## config.mk

```make
export PLATFORM = sky130hd
export DESIGN_NAME = uart_status_transmitter_flat
export DESIGN_NICKNAME = d
export VERILOG_FILES = /design/src/rtl/uart_status_pkg.sv /design/src/rtl/uart_status_transmitter_if.sv /design/src/rtl/uart_tx_byte.sv /design/src/rtl/uart_status_transmitter.sv /design/src/flat_wrapper.sv
export SDC_FILE = /design/constraint.sdc
export NUM_CORES = 1
export LEC_CHECK = 0
export CORE_MARGIN = 2
export CORE_UTILIZATION = 61
export CTS_CLUSTER_SIZE = 24
export DETAILED_ROUTE_END_ITERATION = 10
export PLACE_DENSITY_LB_ADDON = 0.05
export SLEW_MARGIN = 20
export SYNTH_ARGS = -nofsm -noshare
export SYNTH_HDL_FRONTEND = slang
export SYNTH_HIERARCHICAL = 1
export SYNTH_SLANG_ARGS = --single-unit
```

## constraint.sdc

```tcl
create_clock -name clk -period 3.9 [get_ports clk]
set_clock_uncertainty 0.15 [all_clocks]
set_input_delay 0.78 -clock clk [delete_from_list [all_inputs] [get_ports clk]]
set_output_delay 0.78 -clock clk [all_outputs]
set_load 0.01 [all_outputs]
```

## src/rtl/uart_status_pkg.sv

```systemverilog
// Shared constants, FSM state types and message-table helpers for the UART status transmitter.
package uart_status_pkg;

  localparam logic [2:0] MSG_OK   = 3'd0;
  localparam logic [2:0] MSG_ERR  = 3'd1;
  localparam logic [2:0] MSG_TEMP = 3'd2;
  localparam logic [2:0] MSG_HUM  = 3'd3;
  localparam logic [2:0] MSG_UP   = 3'd4;
  localparam logic [2:0] MSG_DOWN = 3'd5;

  localparam logic [7:0] ASCII_CR = 8'h0D;
  localparam logic [7:0] ASCII_LF = 8'h0A;
  localparam logic [7:0] ASCII_0  = 8'h30;
  localparam logic [7:0] ASCII_EQ = 8'h3D;

  localparam int MAX_MSG_LEN = 6;

  typedef enum logic [1:0] {T_IDLE, T_LOAD, T_SEND, T_DONE} seq_state_e;
  typedef enum logic [1:0] {S_IDLE, S_START, S_DATA, S_STOP} ser_state_e;

  // Total characters including the trailing CR LF; reserved ids fall back to "ERR".
  function automatic logic [2:0] msg_len(input logic [2:0] id);
    case (id)
      MSG_OK, MSG_UP:             return 3'd4;
      MSG_TEMP, MSG_HUM, MSG_DOWN: return 3'd6;
      default:                    return 3'd5;
    endcase
  endfunction

  function automatic logic [7:0] msg_char(input logic [2:0] id, input logic [7:0] val,
                                          input logic [2:0] idx);
    logic [7:0]      sat;
    logic [7:0]      tens, ones;
    logic [7:0][7:0] s;
    sat  = (val > 8'd99) ? 8'd99 : val;
    tens = ASCII_0 + sat / 8'd10;
    ones = ASCII_0 + sat % 8'd10;
    s    = '0;
    case (id)
      MSG_OK:   s[3:0] = {ASCII_LF, ASCII_CR, 8'h4B, 8'h4F};
      MSG_TEMP: s[5:0] = {ASCII_LF, ASCII_CR, ones, tens, ASCII_EQ, 8'h54};
      MSG_HUM:  s[5:0] = {ASCII_LF, ASCII_CR, ones, tens, ASCII_EQ, 8'h48};
      MSG_UP:   s[3:0] = {ASCII_LF, ASCII_CR, 8'h50, 8'h55};
      MSG_DOWN: s[5:0] = {ASCII_LF, ASCII_CR, 8'h4E, 8'h57, 8'h4F, 8'h44};
      default:  s[4:0] = {ASCII_LF, ASCII_CR, 8'h52, 8'h52, 8'h45};
    endcase
    return s[idx];
  endfunction

endpackage

```

## src/rtl/uart_status_transmitter_if.sv

```systemverilog
// Request handshake between a status producer and the UART status transmitter.
interface uart_status_transmitter_if;
  logic       msg_valid;
  logic [2:0] msg_id;
  logic [7:0] msg_val;
  logic       msg_ready;

  modport master (output msg_valid, msg_id, msg_val, input msg_ready);
  modport slave  (input msg_valid, msg_id, msg_val, output msg_ready);
endinterface

```

## src/rtl/uart_tx_byte.sv

```systemverilog
// 8N1 byte serializer with per-bit baud counter; a start during the last stop cycle chains frames gap-free.
module uart_tx_byte import uart_status_pkg::*; #(
  parameter int BIT_TIME = 10416
) (
  input  logic       clk,
  input  logic       rst,
  input  logic       start,
  input  logic [7:0] data,
  output logic       done,
  output logic       tx
);

  localparam int CW = (BIT_TIME > 1) ? $clog2(BIT_TIME) : 1;

  ser_state_e    state, nxt;
  logic [CW-1:0] cnt, cnt_d;
  logic [2:0]    bit_idx, bit_idx_d;
  logic [7:0]    sh, sh_d;
  logic          tx_d, bit_end;

  assign bit_end = (cnt == CW'(BIT_TIME - 1));

  always_ff @(posedge clk) begin
    if (!rst) begin
      state   <= S_IDLE;
      cnt     <= '0;
      bit_idx <= '0;
      sh      <= '0;
      tx      <= 1'b1;
    end else begin
      state   <= nxt;
      cnt     <= cnt_d;
      bit_idx <= bit_idx_d;
      sh      <= sh_d;
      tx      <= tx_d;
    end
  end

  always_comb begin
    nxt       = state;
    cnt_d     = cnt + CW'(1);
    bit_idx_d = bit_idx;
    sh_d      = sh;
    done      = 1'b0;
    case (state)
      S_IDLE: begin
        cnt_d = '0;
        if (start) begin
          nxt  = S_START;
          sh_d = data;
        end
      end
      S_START: if (bit_end) begin
        cnt_d     = '0;
        bit_idx_d = '0;
        nxt       = S_DATA;
      end
      S_DATA: if (bit_end) begin
        cnt_d = '0;
        if (bit_idx == 3'd7) nxt = S_STOP;
        else begin
          bit_idx_d = bit_idx + 3'd1;
          sh_d      = sh >> 1;
        end
      end
      S_STOP: if (bit_end) begin
        done  = 1'b1;
        cnt_d = '0;
        if (start) begin
          nxt  = S_START;
          sh_d = data;
        end else nxt = S_IDLE;
      end
      default: nxt = S_IDLE;
    endcase
    // Line level is registered from the next state so tx never glitches.
    case (nxt)
      S_START: tx_d = 1'b0;
      S_DATA:  tx_d = sh_d[0];
      default: tx_d = 1'b1;
    endcase
  end

endmodule

```

## src/rtl/uart_status_transmitter.sv

```systemverilog
// Sequences fixed ASCII status messages (with saturated two-digit values) onto a UART line.
module uart_status_transmitter import uart_status_pkg::*; #(
  parameter int CLK_FREQ = 100_000_000,
  parameter int BAUD     = 9600
) (
  input  logic                      clk,
  input  logic                      rst,
  uart_status_transmitter_if.slave  msg_if,
  output logic                      tx,
  output logic                      busy
);

  localparam int BIT_TIME = CLK_FREQ / BAUD;

  seq_state_e state, nxt;
  logic [2:0] id_q, idx_q, idx_d, idx_nx;
  logic [7:0] val_q, byte_q, byte_d, ser_data;
  logic       ser_start, ser_done, ready, accept;

  assign ready            = (state == T_IDLE);
  assign msg_if.msg_ready = ready;
  assign busy             = ~ready;
  assign idx_nx           = idx_q + 3'd1;

  // The last stop cycle also takes a waiting request so consecutive messages leave no idle bit.
  assign accept = msg_if.msg_valid && (ready || (state == T_DONE && ser_done));

  always_ff @(posedge clk) begin
    if (!rst) begin
      state  <= T_IDLE;
      idx_q  <= '0;
      id_q   <= '0;
      val_q  <= '0;
      byte_q <= '0;
    end else begin
      state  <= nxt;
      idx_q  <= idx_d;
      byte_q <= byte_d;
      if (accept) begin
        id_q  <= msg_if.msg_id;
        val_q <= msg_if.msg_val;
      end
    end
  end

  always_comb begin
    nxt       = state;
    idx_d     = idx_q;
    byte_d    = byte_q;
    ser_start = 1'b0;
    ser_data  = byte_q;
    case (state)
      T_IDLE: idx_d = '0;
      // Next character is fetched while the current one is still on the line.
      T_LOAD: begin
        byte_d = msg_char(id_q, val_q, idx_q);
        nxt    = T_SEND;
      end
      T_SEND: if (ser_done) begin
        ser_start = 1'b1;
        idx_d     = idx_nx;
        nxt       = (idx_nx == msg_len(id_q)) ? T_DONE : T_LOAD;
      end
      T_DONE: if (ser_done) begin
        idx_d = '0;
        nxt   = T_IDLE;
      end
      default: nxt = T_IDLE;
    endcase
    if (accept) begin
      ser_start = 1'b1;
      ser_data  = msg_char(msg_if.msg_id, msg_if.msg_val, 3'd0);
      idx_d     = 3'd1;
      nxt       = T_LOAD;
    end
  end

  uart_tx_byte #(.BIT_TIME(BIT_TIME)) u_tx (
    .clk   (clk),
    .rst   (rst),
    .start (ser_start),
    .data  (ser_data),
    .done  (ser_done),
    .tx    (tx)
  );

endmodule

```

## src/flat_wrapper.sv

```systemverilog
// flat-port wrapper written by rule: the top's interface ports become plain ports
module uart_status_transmitter_flat import uart_status_pkg::*;
#(
  parameter int CLK_FREQ = 100_000_000,
  parameter int BAUD     = 9600
)
  (clk, rst, tx, busy, msg_if_msg_valid, msg_if_msg_id, msg_if_msg_val, msg_if_msg_ready);
  uart_status_transmitter_if msg_if_i ();
  input  logic clk;
  input  logic rst;
  output logic tx;
  output logic busy;
  input wire logic [$bits(msg_if_i.msg_valid)-1:0] msg_if_msg_valid;
  input wire logic [$bits(msg_if_i.msg_id)-1:0] msg_if_msg_id;
  input wire logic [$bits(msg_if_i.msg_val)-1:0] msg_if_msg_val;
  output wire logic [$bits(msg_if_i.msg_ready)-1:0] msg_if_msg_ready;
  assign msg_if_i.msg_valid = msg_if_msg_valid;
  assign msg_if_i.msg_id = msg_if_msg_id;
  assign msg_if_i.msg_val = msg_if_msg_val;
  assign msg_if_msg_ready = msg_if_i.msg_ready;
  uart_status_transmitter #(.CLK_FREQ(CLK_FREQ), .BAUD(BAUD)) u_core (.clk(clk), .rst(rst), .msg_if(msg_if_i), .tx(tx), .busy(busy));
endmodule
```

# After elaboration in Yosys (flattened, before gate mapping)
# Cells that the tools add are included.
[classes] div=2 addsub=5 n_mux=47 eq_ne=27 magnitude_cmp=2 bitwise=2 n_reduce_logical=23
[op_table] cell="$pmux 32 s5" n=1
[op_table] cell="$mux 8" n=9
[op_table] cell="$mux 32" n=1
[op_table] cell="$pmux 14 s2" n=1
[op_table] cell="$pmux 5 s5" n=1
[op_table] cell="$bmux 8 s3" n=1
[op_table] cell="$pmux 8 s3" n=1
[op_table] cell="$mux 3" n=7
[op_table] cell="$add 6x8->8 const A" n=2
[op_table] cell="$mux 2" n=8
[op_table] cell="$eq 3x3->1 const B" n=5
[op_table] cell="$add 14x1->14 const B" n=1
[op_table] cell="$eq 14x14->1 const B" n=1
[op_table] cell="$mux 14" n=1
[op_table] cell="$eq 3x2->1 const B" n=4
[op_table] cell="$reduce_and 3->1" n=4
[op_table] cell="$eq 2x2->1 const B" n=5
[op_table] cell="$pmux 3 s3" n=1
[op_table] cell="$reduce_bool 3->1" n=3
[op_table] cell="$div 8x4->8 const B" n=1
[op_table] cell="$gt 8x7->1 const B" n=1
[op_table] cell="$mod 8x4->8 const B" n=1
[op_table] cell="$mux 1" n=8
[op_table] cell="$ne 2x2->1 const B" n=4
[op_table] cell="23 further kinds" n=36
[word_totals] word_cells=121 output_inout_bits=3 input_bits=14 ff_bits=52

# Logic depth before layout (Yosys ltp)
[depth] ltp_word=12 mapped_depth=13 depth_no_buf=11

# Modules after synthesis
# Netlist, hierarchy kept.
[by_module_without_submodules] mod="uart_status_transmitter" area_each_um2=2228.4 instances=1 cells_each=315 seq_area_each_um2=480.5
[by_module_without_submodules] mod="uart_tx_byte" area_each_um2=1395.1 instances=1 cells_each=155 seq_area_each_um2=560.5

# Least setup slack after synthesis
# No wires, ideal clock.
[synth_path] path_type="register -> register" from="register u_core.u_tx.cnt[4]" to="register u_core.u_tx.sh[2]" path_slack_ns=0.488 setup_time_ns=0.125 arrival_time_ns=3.137 t_required_ns=3.625 n_path_buf=2 synth_period_minus_slack_ns=3.412 stages_incl_launch_ff=11 path_cell_list="dfxtp_1 or4b_4 nor4_1 and2_1 o21ai_1 clkbuf_1 nand2_1 clkbuf_1 mux2_2 a222oi_1 nor2b_1"
[synth_between] elab_chain_cells=10 elab_cells_between_ends=16 classes_between="eq/ne: 3; mux: 9; reduce/logical: 4"
[synth_rtl] element="from (decl)" line="uart_tx_byte.sv:16" text="logic [CW-1:0] cnt, cnt_d;"
[synth_rtl] element="from (signal assigned)" line="uart_tx_byte.sv:32" text="cnt <= cnt_d;"
[synth_rtl] element="$eq 14x14->1 *" line="uart_tx_byte.sv:21" text="assign bit_end = (cnt == CW'(BIT_TIME - 1));"
[synth_rtl] element="$mux 1 *" line="uart_tx_byte.sv:66" text="S_STOP: if (bit_end) begin"
[synth_rtl] element="$mux 1 *" line="uart_tx_byte.sv:45" text="case (state)"
[synth_rtl] element="via u_core.ser_done" line="uart_status_transmitter.sv:18" text="logic ser_start, ser_done, ready, accept;"
[synth_rtl] element="$logic_and 1x1->1" line="uart_status_transmitter.sv:26" text="assign accept = msg_if.msg_valid && (ready || (state == T_DONE && ser_done));"
[synth_rtl] element="$logic_or 1x1->1" line="uart_status_transmitter.sv:26"
[synth_rtl] element="$logic_and 1x1->1" line="uart_status_transmitter.sv:26"
[synth_rtl] element="$mux 1 *" line="uart_status_transmitter.sv:70" text="if (accept) begin"
[synth_rtl] element="via u_core.ser_start" line="uart_status_transmitter.sv:18"
[synth_rtl] element="$mux 8 *" line="uart_tx_byte.sv:48, uart_tx_byte.sv:69"
[synth_rtl] element="$mux 8" line="uart_tx_byte.sv:66"
[synth_rtl] element="$pmux 8 s3 *" line="uart_tx_byte.sv:45"
[synth_rtl] element="to (signal assigned)" line="uart_tx_byte.sv:28" text="sh <= '0;"
[synth_rtl] element="to (signal assigned)" line="uart_tx_byte.sv:34" text="sh <= sh_d;"
[synth_rtl] element="to (decl)" line="uart_tx_byte.sv:18" text="logic [7:0] sh, sh_d;"
# Mark *: on every way through the listed nets, which the timed path passes. The rest lies on a longest branch. The select of a mux whose other input is x is not followed.
# A chain may end at the register's enable or synchronous reset.

# Worst setup path after layout
[layout_path] from="register u_core.u_tx.cnt[4]" to="register u_core.u_tx.sh[1]"
# The elaborated chain is that of the path after synthesis.

==> flow_summary.yaml <==
status:
  status: "completed"
final_layout:
  finish.utilization_pct: 65.86
  ff_latch_area_sq_um: 1041
  final_area_sq_um: 3830
  area_growth_pct: 5.697
  n_antenna_cell: 0
  instances_no_fill: 539
  fillerInstances: 531
  drive_above_1_share_pct: 5.603
  multi_input_area_sq_um: 2349
  nNetsFinal: 486
power:
  intPower_mw: 0.8417
  share_comb_of_total_power_pct: 24.2
  power_density_nw_per_um2: 322.0
  switching_share_pct: 31.74
  ir_drop_v: 0.0002215
  pwr-share-clk_pct: 25.0
  seqPwrFrac_pct: 50.8
  switchingPower_mw: 0.3914
  power.leakage_nw: 1.325
  power_mw: 1.233
timing:
  worst_pin_slew_ns: 0.9673
  fin_hold_ws_ns: 0.3013
  final_max_slew_viol_count: 0
  fin_crit_sh_pct: 76.39
  min_period_ns: 2.979
  max_freq_mhz: 335.6
  slew-limit-headroom_pct: 35.43
  tns_ns: 0
  finalWorstSetupSlack_ns: 0.9206
  final-hold-violation-count: 0
  finalSetupViolCount: 0
  rsz0062_at_grt: "no"
critical_path:
  end_kind: "flop"
  crit_type: "reg -> reg"
  r2r_slack_ns: 0.92
  arrival_ns: 3.03
  start_kind: "flop"
  reg2reg_to: "u_core/u_tx/sh[1]$_SDFFE_PN0P_"
  worst-r2r-cell-count: 10
  r2r-start: "u_core/u_tx/cnt[4]$_SDFF_PP0_"
  cp_data_required_time_ns: 3.95
  crit_fanout: 10
global_route:
  antenna_found_initial: 0
  grt_pass1_vias: 3017
  overflow: 0
  grt_max_degree: 33
  grt_pass1_wl_um: 13500
  grt_usage_pct: 25.66
route:
  wl_per_cell_um: 14.73
  drt_iter0_markers: 153
  first_pass_iters: 5
  postRouteAntennaNets: 0
  vias: 3381
  wl_um: 7941
  drc: 0
  vias_per_cell: 6.273
logic_synthesis:
  synth_xor_area_share_pct: 4.351
  yosys.cell_types.count: 75
  synth_mux_area_share_pct: 2.624
  ys_warn_count: 6
  yosys_register_bits: 52
  yosys.area_share.simple_pct: 28.07
  netlist_area_sq_um: 3623
  yosys.area_share.adder_pct: 3.384
  async_reset_ff_share_pct: 0
  synth_edf_count: 0
  synth_compound_area_share_pct: 26.17
  synth_top_family_by_area: "simple AND/OR/NAND/NOR gates"
  synth.avg_cell_area_sq_um: 7.710
  synthCells: 470
  ys.flop_type: "dfxtp_1"
  ys_seq_area_share_pct: 28.73
cts:
  cts_buffer_depth: 2
  clock-sinks: 52
  cts-root-buf: "clkbuf_8"
  ctsResizeCount: 0
  cts-htree-levels: 2
  postCtsSetupRepairBufs: 0
  clkTransAtPathRegs_ns: 0.09
  tritoncts: "built"
  cts_hold_buf: 0
  cts_inserted_buffers: 5
  clk_latency_ns: 0.31
placed_design:
  detailed_place_hpwl_um: 5684
  postPlaceCellArea_sq_um: 3737
  port_buffers: 16
  post-place-cells: 531
  gp_congestion: 0.8795
  dpl_worst_slack_ns: 0.9783
floorplanning:
  start_util_pct: 62.31
  die_x_um: 81.07
  dieHeight_um: 81.07
  die-area_sq_um: 6572
  rows: 28
  io_pins: 17
  core_sq_um: 5816
min_path:
  hold_end: "u_core/u_tx/cnt[0]$_SDFF_PP0_"
  hold_depth: 1
  hp-start: "u_core/u_tx/cnt[0]$_SDFF_PP0_"
  hp-class: "reg -> reg"
flow_run:
  max_cap_viol_count: 0
## critical path: stages, from the launching register on
cell	delay, ns
dfxtp_1	0.36
or4b_4	0.59
nor4_1	0.32
and2_1	0.23
o21ai_1	0.09
nand2_1	0.31
inv_1	0.12
nor3_1	0.28
a31oi_1	0.11
a32oi_1	0.21
a21boi_1	0.10
## synth_stat cells, types with 6 or more instances
master    number  area share [%]
xnor2_1        9             2.2
nand2_1       53             5.5
a31oi_1       11             1.9
nand3_1        8             1.1
dfxtp_1       52              29
a21oi_1       22             3.0
nor3_1        10             1.4
o21ai_0       25             3.5
inv_1         18             1.9
o22ai_1        6             1.0
ha_1           9             3.1
buf_2         13             1.8
xor2_1         9             2.2
nand2b_1      16             2.8
clkbuf_1      16             1.7
nor2_1        37             3.8
nor2b_1       23             4.0
a21boi_1      16             3.3
## routing by layer
metal,track usage (%),up-vias,wire [um]
met5,0,-,0
met4,10.34,0,202
met3,3.222,19,361
met2,42.64,109,3800
met1,33.79,1571,3576
li1,-,1682,-
## power by group through the flow
stage          sequential, mW  clock [mW]  combinational (mW)
6_report                0.627       0.308               0.298
5_1_grt                 0.635       0.334               0.333
4_1_cts                 0.625       0.320               0.296
3_5_place_dp            0.637           0               0.295
3_3_place_gp            0.637           0               0.291
2_1_floorplan           0.588           0               0.271
## sequential cells by signal (all words and copies together) (netlist names)
register and cells:
u_core/u_tx/sh 8, u_core/u_tx/state 2, u_core/idx_q 3, u_core/u_tx/tx 1, u_core/byte_q 8, u_core/id_q 3
u_core/state 2, u_core/u_tx/cnt 14, u_core/val_q 8, u_core/u_tx/bit_idx 3
## worst max-delay path by stage
stage               depth (start not counted)                     startpoint  slack [ns]                        endpoint
floorplan                                  10  u_core/u_tx/cnt[4]$_SDFF_PP0_        0.49  u_core/u_tx/sh[2]$_SDFFE_PN0P_
global placement                            8  u_core/u_tx/cnt[4]$_SDFF_PP0_        0.99  u_core/u_tx/sh[2]$_SDFFE_PN0P_
detailed placement                          8  u_core/u_tx/cnt[4]$_SDFF_PP0_        0.98  u_core/u_tx/sh[4]$_SDFFE_PN0P_
CTS                                         8  u_core/u_tx/cnt[4]$_SDFF_PP0_        0.96  u_core/u_tx/sh[2]$_SDFFE_PN0P_
global route                               10  u_core/u_tx/cnt[4]$_SDFF_PP0_        0.61  u_core/u_tx/sh[1]$_SDFFE_PN0P_
finish                                     10  u_core/u_tx/cnt[4]$_SDFF_PP0_        0.92  u_core/u_tx/sh[1]$_SDFFE_PN0P_
## logic make-up after synthesis
kind of cell,after synthesis
buf+inv,53
compound gates,137
simple gates,190
xor+xnor,18
flops,52
other cells,1
mux,9
fa+ha+maj,10
## layout make-up
cell class | count | area share, %
inverters | 19 | 1.862
clock buffers | 6 | 2.156
multi-input cells | 366 | 61.32
repair buffers | 19 | 4.770
flip-flops and latches | 52 | 27.18
clock inverters | 2 | 0.2614
well taps | 75 | 2.450
## cells in the final DEF (no fill, tap or decap), types with 5 or more instances in the layout
cell type	synthesis	routed
a211oi_1	5	5
o21ai_0	25	25
inv_1	18	18
nor3_1	10	10
nand2_1	53	53
nand3_1	8	8
dfxtp_1	52	52
o22ai_1	6	6
nor2b_1	23	23
clkdlybuf4s50_1	0	16
or3_1	5	5
xor2_1	9	9
a21boi_1	16	16
mux2i_1	5	5
o21ai_1	5	5
xnor2_1	9	9
nor2_1	37	37
a31oi_1	11	11
nand2b_1	16	16
ha_1	9	9
a21oi_1	22	22
clkbuf_8	0	6
nand3b_1	5	5
(Power assumes the default switching activity.)
